==> src/rtl/twin_reg_wr_arbiter_pkg.sv <==
// twin_reg_arb_pkg: shared types and constants for the twin register write arbiter
package twin_reg_arb_pkg;
  typedef enum logic {IDLE, ISSUE} arb_state_t;
  localparam logic [1:0] SEL_R1 = 2'b01;
  localparam logic [1:0] SEL_R2 = 2'b10;
  localparam logic [1:0] SEL_BOTH = 2'b11;
  localparam int REG_W_DEF = 8;
endpackage

==> src/rtl/twin_reg_wr_arbiter_if.sv <==
// twin_reg_wr_arbiter_if: requester bus (req/sel/wdata/lock/ack) plus register-set drive (d1/d2/ld1/ld2), gnt_id, busy
interface twin_reg_wr_arbiter_if #(
  parameter int NUM_REQ = 4,
  parameter int REG_W = twin_reg_arb_pkg::REG_W_DEF
);
  localparam int IW = $clog2(NUM_REQ);
  logic [NUM_REQ-1:0] req;
  logic [NUM_REQ-1:0] lock;
  logic [NUM_REQ-1:0] ack;
  logic [2*NUM_REQ-1:0] sel;
  logic [REG_W*NUM_REQ-1:0] wdata;
  logic [IW-1:0] gnt_id;
  logic busy;
  logic ld1;
  logic ld2;
  logic [REG_W-1:0] d1;
  logic [REG_W-1:0] d2;
  modport master(output req, lock, sel, wdata, input ack, gnt_id, busy, ld1, ld2, d1, d2);
  modport slave(input req, lock, sel, wdata, output ack, gnt_id, busy, ld1, ld2, d1, d2);
endinterface

==> src/rtl/twin_reg_wr_arbiter_rr_pick.sv <==
// rr_pick: combinational round-robin pick (rotate by ptr, priority-encode lowest, unrotate)
module rr_pick #(
  parameter int N = 4,
  localparam int W = $clog2(N)
) (
  input  logic [N-1:0] req,
  input  logic [W-1:0] ptr,
  output logic         valid,
  output logic [W-1:0] win
);
  logic [2*N-1:0] dbl;
  logic [N-1:0] rot;
  logic [W-1:0] off;
  logic [W:0] sum;
  always_comb begin
    dbl = {req, req} >> ptr;
    rot = dbl[N-1:0];
    off = '0;
    for (int i = N - 1; i >= 0; i--) if (rot[i]) off = W'(i);
    sum = {1'b0, off} + {1'b0, ptr};
    win = sum >= (W+1)'(N) ? W'(sum - (W+1)'(N)) : sum[W-1:0];
    valid = |req;
  end
endmodule

==> src/rtl/twin_reg_wr_arbiter.sv <==
// twin_reg_wr_arbiter: round-robin arbiter sharing the Q1/Q2 twin register set among NUM_REQ writers
//   clk, rst (async active-low); bus: slave side of twin_reg_wr_arbiter_if
//   TWIN_ARB_LOCK_EN: lock[gnt_id] during ISSUE keeps ptr on the current winner
module twin_reg_wr_arbiter
  import twin_reg_arb_pkg::*;
#(
  parameter int NUM_REQ = 4,
  parameter int REG_W = REG_W_DEF
) (
  input logic clk,
  input logic rst,
  twin_reg_wr_arbiter_if.slave bus
);
  localparam int IW = $clog2(NUM_REQ);
  arb_state_t state_q, state_d;
  logic [IW-1:0] ptr_q, ptr_d, gnt_id_q, gnt_id_d, win;
  logic [NUM_REQ-1:0] ack_q, ack_d;
  logic busy_q, busy_d, ld1_q, ld1_d, ld2_q, ld2_d, valid, keep;
  logic [REG_W-1:0] d1_q, d1_d, d2_q, d2_d, wdata_w;
  logic [1:0] sel_w;
  rr_pick #(.N(NUM_REQ)) u_pick (.req(bus.req), .ptr(ptr_q), .valid(valid), .win(win));
  assign sel_w = bus.sel[2*win +: 2];
  assign wdata_w = bus.wdata[REG_W*win +: REG_W];
`ifdef TWIN_ARB_LOCK_EN
  assign keep = bus.lock[gnt_id_q];
`else
  logic unused_lock;
  assign unused_lock = ^bus.lock;
  assign keep = 1'b0;
`endif
  // Outputs are computed one cycle ahead so they are registered during ISSUE
  always_comb begin
    state_d = state_q;
    ptr_d = ptr_q;
    gnt_id_d = gnt_id_q;
    ack_d = '0;
    busy_d = 1'b0;
    ld1_d = 1'b0;
    ld2_d = 1'b0;
    d1_d = d1_q;
    d2_d = d2_q;
    if (state_q == IDLE && valid) begin
      state_d = ISSUE;
      gnt_id_d = win;
      ack_d = NUM_REQ'(1) << win;
      busy_d = 1'b1;
      ld1_d = |(sel_w & SEL_R1);
      ld2_d = |(sel_w & SEL_R2);
      d1_d = wdata_w;
      d2_d = wdata_w;
    end
    if (state_q == ISSUE) begin
      state_d = IDLE;
      ptr_d = keep ? gnt_id_q : gnt_id_q == IW'(NUM_REQ - 1) ? '0 : gnt_id_q + 1'b1;
    end
  end
  always_ff @(posedge clk or negedge rst) begin
    if (!rst) begin
      state_q <= IDLE;
      ptr_q <= '0;
      gnt_id_q <= '0;
      ack_q <= '0;
      busy_q <= 1'b0;
      ld1_q <= 1'b0;
      ld2_q <= 1'b0;
      d1_q <= '0;
      d2_q <= '0;
    end else begin
      state_q <= state_d;
      ptr_q <= ptr_d;
      gnt_id_q <= gnt_id_d;
      ack_q <= ack_d;
      busy_q <= busy_d;
      ld1_q <= ld1_d;
      ld2_q <= ld2_d;
      d1_q <= d1_d;
      d2_q <= d2_d;
    end
  end
  assign bus.ack = ack_q;
  assign bus.gnt_id = gnt_id_q;
  assign bus.busy = busy_q;
  assign bus.ld1 = ld1_q;
  assign bus.ld2 = ld2_q;
  assign bus.d1 = d1_q;
  assign bus.d2 = d2_q;
endmodule

==> src/flat_wrapper.sv <==
// flat-port wrapper written by rule: the top's interface ports become plain ports
module twin_reg_wr_arbiter_flat import twin_reg_arb_pkg::*;
#(
  parameter int NUM_REQ = 4,
  parameter int REG_W = REG_W_DEF
)
  (clk, rst, bus_req, bus_lock, bus_sel, bus_wdata, bus_ack, bus_gnt_id, bus_busy, bus_ld1, bus_ld2, bus_d1, bus_d2);
  twin_reg_wr_arbiter_if #(.NUM_REQ(NUM_REQ), .REG_W(REG_W)) bus_i ();
  input logic clk;
  input logic rst;
  input wire logic [$bits(bus_i.req)-1:0] bus_req;
  input wire logic [$bits(bus_i.lock)-1:0] bus_lock;
  input wire logic [$bits(bus_i.sel)-1:0] bus_sel;
  input wire logic [$bits(bus_i.wdata)-1:0] bus_wdata;
  output wire logic [$bits(bus_i.ack)-1:0] bus_ack;
  output wire logic [$bits(bus_i.gnt_id)-1:0] bus_gnt_id;
  output wire logic [$bits(bus_i.busy)-1:0] bus_busy;
  output wire logic [$bits(bus_i.ld1)-1:0] bus_ld1;
  output wire logic [$bits(bus_i.ld2)-1:0] bus_ld2;
  output wire logic [$bits(bus_i.d1)-1:0] bus_d1;
  output wire logic [$bits(bus_i.d2)-1:0] bus_d2;
  assign bus_i.req = bus_req;
  assign bus_i.lock = bus_lock;
  assign bus_i.sel = bus_sel;
  assign bus_i.wdata = bus_wdata;
  assign bus_ack = bus_i.ack;
  assign bus_gnt_id = bus_i.gnt_id;
  assign bus_busy = bus_i.busy;
  assign bus_ld1 = bus_i.ld1;
  assign bus_ld2 = bus_i.ld2;
  assign bus_d1 = bus_i.d1;
  assign bus_d2 = bus_i.d2;
  twin_reg_wr_arbiter #(.NUM_REQ(NUM_REQ), .REG_W(REG_W)) u_core (.clk(clk), .rst(rst), .bus(bus_i));
endmodule
==> config.mk <==
export PLATFORM = sky130hd
export DESIGN_NAME = twin_reg_wr_arbiter_flat
export DESIGN_NICKNAME = d
export VERILOG_FILES = /design/src/rtl/twin_reg_wr_arbiter_pkg.sv /design/src/rtl/twin_reg_wr_arbiter_if.sv /design/src/rtl/twin_reg_wr_arbiter_rr_pick.sv /design/src/rtl/twin_reg_wr_arbiter.sv /design/src/flat_wrapper.sv
export SDC_FILE = /design/constraint.sdc
export NUM_CORES = 1
export LEC_CHECK = 0
export BUFFER_PORTS_ARGS = -buffer_cell sky130_fd_sc_hd__clkbuf_2
export CAP_MARGIN = 20
export CORE_ASPECT_RATIO = 0.75
export CORE_MARGIN = 2
export CORE_UTILIZATION = 40
export DETAILED_ROUTE_END_ITERATION = 12
export PLACE_DENSITY = 0.84
export SLEW_MARGIN = 0
export SYNTH_ARGS = -nofsm -noshare
export SYNTH_HDL_FRONTEND = slang
export SYNTH_SLANG_ARGS = --single-unit
==> constraint.sdc <==
create_clock -name clk -period 2.49 [get_ports clk]
set_input_delay 0.249 -clock clk [delete_from_list [all_inputs] [get_ports clk]]
set_output_delay 0.249 -clock clk [all_outputs]
set_load 0.05 [all_outputs]
---- Word level (Yosys, flattened, before mapping) ----
Index checks and enable logic that the tools add are counted.
Widths: inputs -> output; s select.
word-level totals
  output and inout port bits .............. 25
  word-level logic and storage cells ...... 31
  register bits after elaboration ......... 20
  input bits .............................. 50
cells by class
  order comparisons ....................... 1
  multiplexer cells ....................... 11
  reduce and logical (&&, ||, !) cells .... 2
  bitwise logic cells ..................... 1
  shift-type cells ........................ 4
  add/sub/neg operators ................... 3
  equal/unequal tests ..................... 1
operators by type and width
  operator             number
  $shiftx 32x6->8      1
  $mux 2               6
  $shiftx 8x4->2       1
  $shr 8x2->4          1
  $mux 1               4
  $mux 4               1
  $reduce_or 4->1      1
  $shl 1x2->4 const A  1
  $add 2x2->3          1
  $ge 3x3->1 const B   1
  $add 2x1->2 const B  1
  $eq 2x2->1 const B   1
  $sub 2x1->2 const B  1
  $logic_and 1x1->1    1
  $not 1->1            1

---- Depth between registers and ports, before layout ----
  word-level depth ........................ 10
  mapped depth ............................ 11
  mapped depth without buffers ............ 9

---- By module ----
Synthesis repeated with hierarchy kept, for this count alone.
unflattened totals
  cells, all modules ...................... 90
  area total of the unflattened synthesis .. 1222.4 sq um
modules (own cells, without submodules)
  module               area each (sq um)  sequential area each (sq um)  times used  cells each
  twin_reg_wr_arbiter  1043.5             475.5                         1           63
  rr_pick              178.9              0.0                           1           27

---- Worst setup path before layout ----
Ideal clock, no wire load.
  path type ............................... register -> register
  start ................................... register u_core.ptr_q[0]
  end ..................................... register u_core.d1_q[0], in the netlist u_core.bus.d1[0]
  stages on the path, launching flop included .. 12
  data arrival time ....................... 2.197 ns
  path buffers ............................ 2
  required time ........................... 2.358 ns
  setup time .............................. 0.132 ns
  period minus slack after synthesis ...... 2.330 ns
  setup slack ............................. 0.160 ns
  cell sequence ........................... dfrtp_1 > buf_2 > nand2b_1 > o221ai_1 > o21ai_0 > o221ai_1 > ha_1 > xor2_1 > nand4_2 > buf_6 > a221oi_1 > o31ai_1
on the way
  word-level cells in the longest chain between the ends .. 9
  elaborated cells on any way between the ends .. 10
  those cells by class .................... add/sub (2); order compare (1); shift (2); mux (5)
RTL lines
  what                                       RTL line                           text
  from (decl)                                twin_reg_wr_arbiter.sv:16          logic [IW-1:0] ptr_q, ptr_d, gnt_id_q, gnt_id_d, win;
  from (signal assigned)                     twin_reg_wr_arbiter.sv:70          ptr_q <= ptr_d;
  $shr 8x2->4                                twin_reg_wr_arbiter_rr_pick.sv:16  dbl = {req, req} >> ptr;
  $mux 2 (4 in a row)                        twin_reg_wr_arbiter_rr_pick.sv:19  for (int i = N - 1; i >= 0; i--) if (rot[i]) off = W'(i);
  $add 2x2->3 *                              twin_reg_wr_arbiter_rr_pick.sv:20  sum = {1'b0, off} + {1'b0, ptr};
  $ge 3x3->1 or $sub 2x1->2 (tied branches)  twin_reg_wr_arbiter_rr_pick.sv:21  win = sum >= (W+1)'(N) ? W'(sum - (W+1)'(N)) : sum[W-1:0];
  $mux 2 *                                   twin_reg_wr_arbiter_rr_pick.sv:21
  $shiftx 32x6->8 *                          twin_reg_wr_arbiter.sv:23          assign wdata_w = bus.wdata[REG_W*win +: REG_W];
  to (signal assigned)                       twin_reg_wr_arbiter.sv:66          d1_q <= '0;
  to (signal assigned)                       twin_reg_wr_arbiter.sv:76          d1_q <= d1_d;
  to (decl)                                  twin_reg_wr_arbiter.sv:19          logic [REG_W-1:0] d1_q, d1_d, d2_q, d2_d, wdata_w;
Every way passes the cells marked *; elsewhere a longest branch is shown, timed or not.
A chain may end at the register's enable or synchronous reset.

---- Worst setup path in the final report ----
  start ................................... register u_core.ptr_q[0]
  end ..................................... register u_core.d1_q[3], in the netlist u_core.bus.d1[3]
The elaborated chain is that of the path after synthesis.

==> flow_summary.json <==
{
  "run_status": "finished clean",
  "rows": 18,
  "cts-htree-levels": 1,
  "gp_congestion": 0.818,
  "floorplan.initialDensity_pct": 43.0,
  "count_of_buffers_added_by_post_cts_timing_repair_for_setup": 0,
  "yosys_register_bits": 19,
  "fraction_of_layout_cells_with_a_size_suffix_above_1_pct": 54.6,
  "detailed_router_s_first_iteration_violation_count": 36,
  "setup.worst_path.class": "reg -> reg",
  "final_nets": 261,
  "num_antenna_cells": 0,
  "postSynthCellCount": 143,
  "floorplan.die.height_um": 56.2,
  "place_inst": 242,
  "syn_avg_cell_area_sq_um": 10.1,
  "total_gr_overflow": 0,
  "max_slew_margin_pct": 47.3,
  "root_buffer": "sky130_fd_sc_hd__clkbuf_8",
  "setup.worst_path.start_class": "flip-flop",
  "final_period_utilization_pct": 92.7,
  "timing.reg2reg.worst_path_depth": 10,
  "cts_tree": "built",
  "core-area_sq_um": 3380,
  "cts-root-to-sink-buffers": 2,
  "synth_fp_nets": 196,
  "final-hold-violation-count": 0,
  "setup.worst_path.end_class": "flip-flop",
  "antenna_left": 0,
  "via_per_inst": 5.43,
  "worst_setup_hold_path_clk_slew_ns": 0.07,
  "ys_types": 38,
  "via_count_of_the_first_global_routing_pass": 1243,
  "grt_start_max_net_pins": 41,
  "clock_latency_ns": 0.25,
  "crit_path_max_incr_delay_ns": 0.43,
  "final-setup-viol-count": 0,
  "fp.dieArea_sq_um": 4130,
  "place.port_buffers": 70,
  "drc_errors": 0,
  "wire_per_inst_um": 13.6,
  "grt_util_all_layers_pct": 17.1,
  "path_max_fanout": 9,
  "antenna_found_initial": 0,
  "fmax_ghz": 0.433,
  "critPathSlowestCell": "sky130_fd_sc_hd__dfrtp_2",
  "drv_cap": 0,
  "final-max-slew-violation-count": 0,
  "setup-tns-final_ns": 0,
  "dp_hpwl_um": 2580,
  "clock_skew_ns": 0.00209,
  "numCtsBuffers": 3,
  "number_of_optimization_iterations_in_the_first_detailed_route_pass": 4,
  "max_slew.worst_pin.slew_ns": 0.780,
  "synth-warning-count": 0,
  "critical_path.cell_chain": "nand2_1, o22ai_1, o21ai_0, o221ai_2, ha_4, xnor2_2, nor4_2, buf_4, a2111oi_0, o31ai_1",
  "global_route_wire_length_before_repair_um": 5570,
  "hp-class": "in -> reg",
  "stdcell_count": 247,
  "rsz_0062_raised_after_global_routing": "true",
  "mappedNetlistArea_sq_um": 1450,
  "min_period_ns": 2.31,
  "routed-via-count": 1342,
  "detail_route.wirelength_um": 3360,
  "yosysSeqAreaShare_pct": 32.8,
  "floorplan.die.width_um": 73.6,
  "worst_hold_path.num_cells": 3,
  "worst_ep_required_time_ns": 2.61,
  "clock_net_sink_count": 19,
  "sequential_cell_area_sq_um": 477,
  "crit_arrival_ns": 2.43,
  "fillerInstances": 303,
  "flow.area_growth_from_synthesis_pct": 30.4,
  "ioPinCount": 75,
  "multiInputGateArea_sq_um": 887
}
cell usage in the layout (no fill, tap or decap), types with 3 or more instances in the layout:
cell type and instances:
sky130_fd_sc_hd__a2111oi_1 5, sky130_fd_sc_hd__a221oi_1 6, sky130_fd_sc_hd__a221oi_2 4, sky130_fd_sc_hd__and2b_1 4
sky130_fd_sc_hd__and2b_2 13, sky130_fd_sc_hd__buf_4 5, sky130_fd_sc_hd__clkbuf_2 70, sky130_fd_sc_hd__clkbuf_8 3
sky130_fd_sc_hd__dfrtp_1 18, sky130_fd_sc_hd__mux2i_1 3, sky130_fd_sc_hd__nand2_1 16, sky130_fd_sc_hd__nor2_1 3
sky130_fd_sc_hd__nor2b_1 4, sky130_fd_sc_hd__nor3_1 3, sky130_fd_sc_hd__o21ai_0 5, sky130_fd_sc_hd__o31ai_1 8
what timing repair did:
action	4_1_cts	5_1_grt
endpoints found under the setup margin	0	10
gates resized for setup	0	17
hold buffers	1	0
hold endpoints to repair	19	0
worst paths after layout:
check / from / endpoint / slack [ns]
max in group asynchronous: rst / u_core.ptr_q[0]$_DFFE_PN0P_ / 1.65
min reg2reg: u_core.bus.d1[4]$_DFFE_PN0P_ / u_core.bus.d1[4]$_DFFE_PN0P_ / 0.51
max: u_core.ptr_q[0]$_DFFE_PN0P_ / u_core.bus.d1[3]$_DFFE_PN0P_ / 0.18
min in group asynchronous: rst / u_core.bus.ack[0]$_DFF_PN0_ / 0.48
min: bus_sel[0] / u_core.bus.ld1$_DFF_PN0_ / 0.33
max reg2reg: u_core.ptr_q[0]$_DFFE_PN0P_ / u_core.bus.d1[3]$_DFFE_PN0P_ / 0.18
registers in the layout (all words and copies together) (netlist names):
| name | cells |
|---|---|
| u_core.bus.ack | 4 |
| u_core.bus.d1 | 8 |
| u_core.bus.ld1 | 1 |
| u_core.bus.gnt_id | 2 |
| u_core.bus.ld2 | 1 |
| u_core.ptr_q | 2 |
| u_core.bus.busy | 1 |
cell usage after synthesis:
cell type,instances,area [sq um]
sky130_fd_sc_hd__a2111oi_0,8,70.1
sky130_fd_sc_hd__a211oi_1,2,15.0
sky130_fd_sc_hd__a21o_2,1,8.76
sky130_fd_sc_hd__a221oi_1,7,61.3
sky130_fd_sc_hd__a221oi_2,3,45.0
sky130_fd_sc_hd__a31oi_4,1,21.3
sky130_fd_sc_hd__and2b_1,4,30.0
sky130_fd_sc_hd__and2b_2,13,114
sky130_fd_sc_hd__and3_1,2,12.5
sky130_fd_sc_hd__buf_2,1,5.00
sky130_fd_sc_hd__buf_4,8,60.1
sky130_fd_sc_hd__buf_6,5,56.3
sky130_fd_sc_hd__clkbuf_2,1,5.00
sky130_fd_sc_hd__clkbuf_8,2,27.5
sky130_fd_sc_hd__dfrtp_1,19,475
sky130_fd_sc_hd__dlygate4sd1_1,1,8.76
sky130_fd_sc_hd__ha_1,3,37.5
sky130_fd_sc_hd__inv_1,1,3.75
sky130_fd_sc_hd__mux2_2,2,22.5
sky130_fd_sc_hd__mux2i_1,3,30.0
sky130_fd_sc_hd__nand2_1,16,60.1
sky130_fd_sc_hd__nand2b_1,2,12.5
sky130_fd_sc_hd__nand4_2,1,12.5
sky130_fd_sc_hd__nor2_1,3,11.3
sky130_fd_sc_hd__nor2_2,1,6.26
sky130_fd_sc_hd__nor2b_1,4,25.0
sky130_fd_sc_hd__nor3_1,3,15.0
sky130_fd_sc_hd__nor3b_1,2,15.0
sky130_fd_sc_hd__nor4_2,1,12.5
sky130_fd_sc_hd__nor4b_1,1,8.76
sky130_fd_sc_hd__o21a_1,2,15.0
sky130_fd_sc_hd__o21ai_0,5,25.0
sky130_fd_sc_hd__o221ai_1,2,17.5
sky130_fd_sc_hd__o22ai_1,1,6.26
sky130_fd_sc_hd__o31ai_1,9,67.6
sky130_fd_sc_hd__or4b_4,1,13.8
sky130_fd_sc_hd__xnor2_1,1,8.76
sky130_fd_sc_hd__xor2_1,1,8.76
logic make-up (layout without fill, tap and decap cells):
logic type	count (synthesis)	after routing	share of synthesized area (%)
flip-flops	19	19	32.8
adder cells (fa/ha/maj)	3	3	2.59
XOR/XNOR	2	2	1.21
AND/OR/NAND/NOR	54	54	24.1
buffers and inverters	19	83	11.5
AO/OA/AOI/OAI	41	41	24.3
multiplexers	5	5	3.62
worst max-delay path, delay by kind of cell, from the launching register on:
kind                       cells  cell delay (ns)
buffers and inverters          1             0.20
adders and majority gates      1             0.22
xor gates and xnor gates       1             0.22
and+or+nand+nor                2             0.15
DFF                            1             0.43
AOI/OAI and AO/OA              5             0.95
cell type report:
cell class / count / share of cell area (%)
sequential: 19 / 25.2
clock inverter: 1 / 0.264
clock buffer: 3 / 2.18
inverter: 1 / 0.198
timing repair buffer: 78 / 22.7
tap: 40 / 2.64
multi-input combinational: 105 / 46.9
metal layers:
metal  up-vias  GRT usage, %  part of all wire (%)
met5         -             0                     0
met4         0          2.34                  0.74
met3         4          5.62                   7.7
met2        55          26.9                    46
met1       624          23.3                    46
li1        659             -                     -
per-stage QoR:
step	util [%]	area [sq um]	setup WS, ns	hold WS, ns
CTS	53.7	1820	0.0250	0.333
floorplan	-	1450	0.160	-0.0466
global placement	52.1	1760	0.0908	0.221
finish	56.0	1890	0.182	0.331
global route	56.0	1890	-0.0183	0.371
detailed placement	52.1	1760	0.0309	0.233
Power is left out: the tool's default activity adds up to more than one toggle a clock period on the data nets, which glitch-free logic cannot reach.
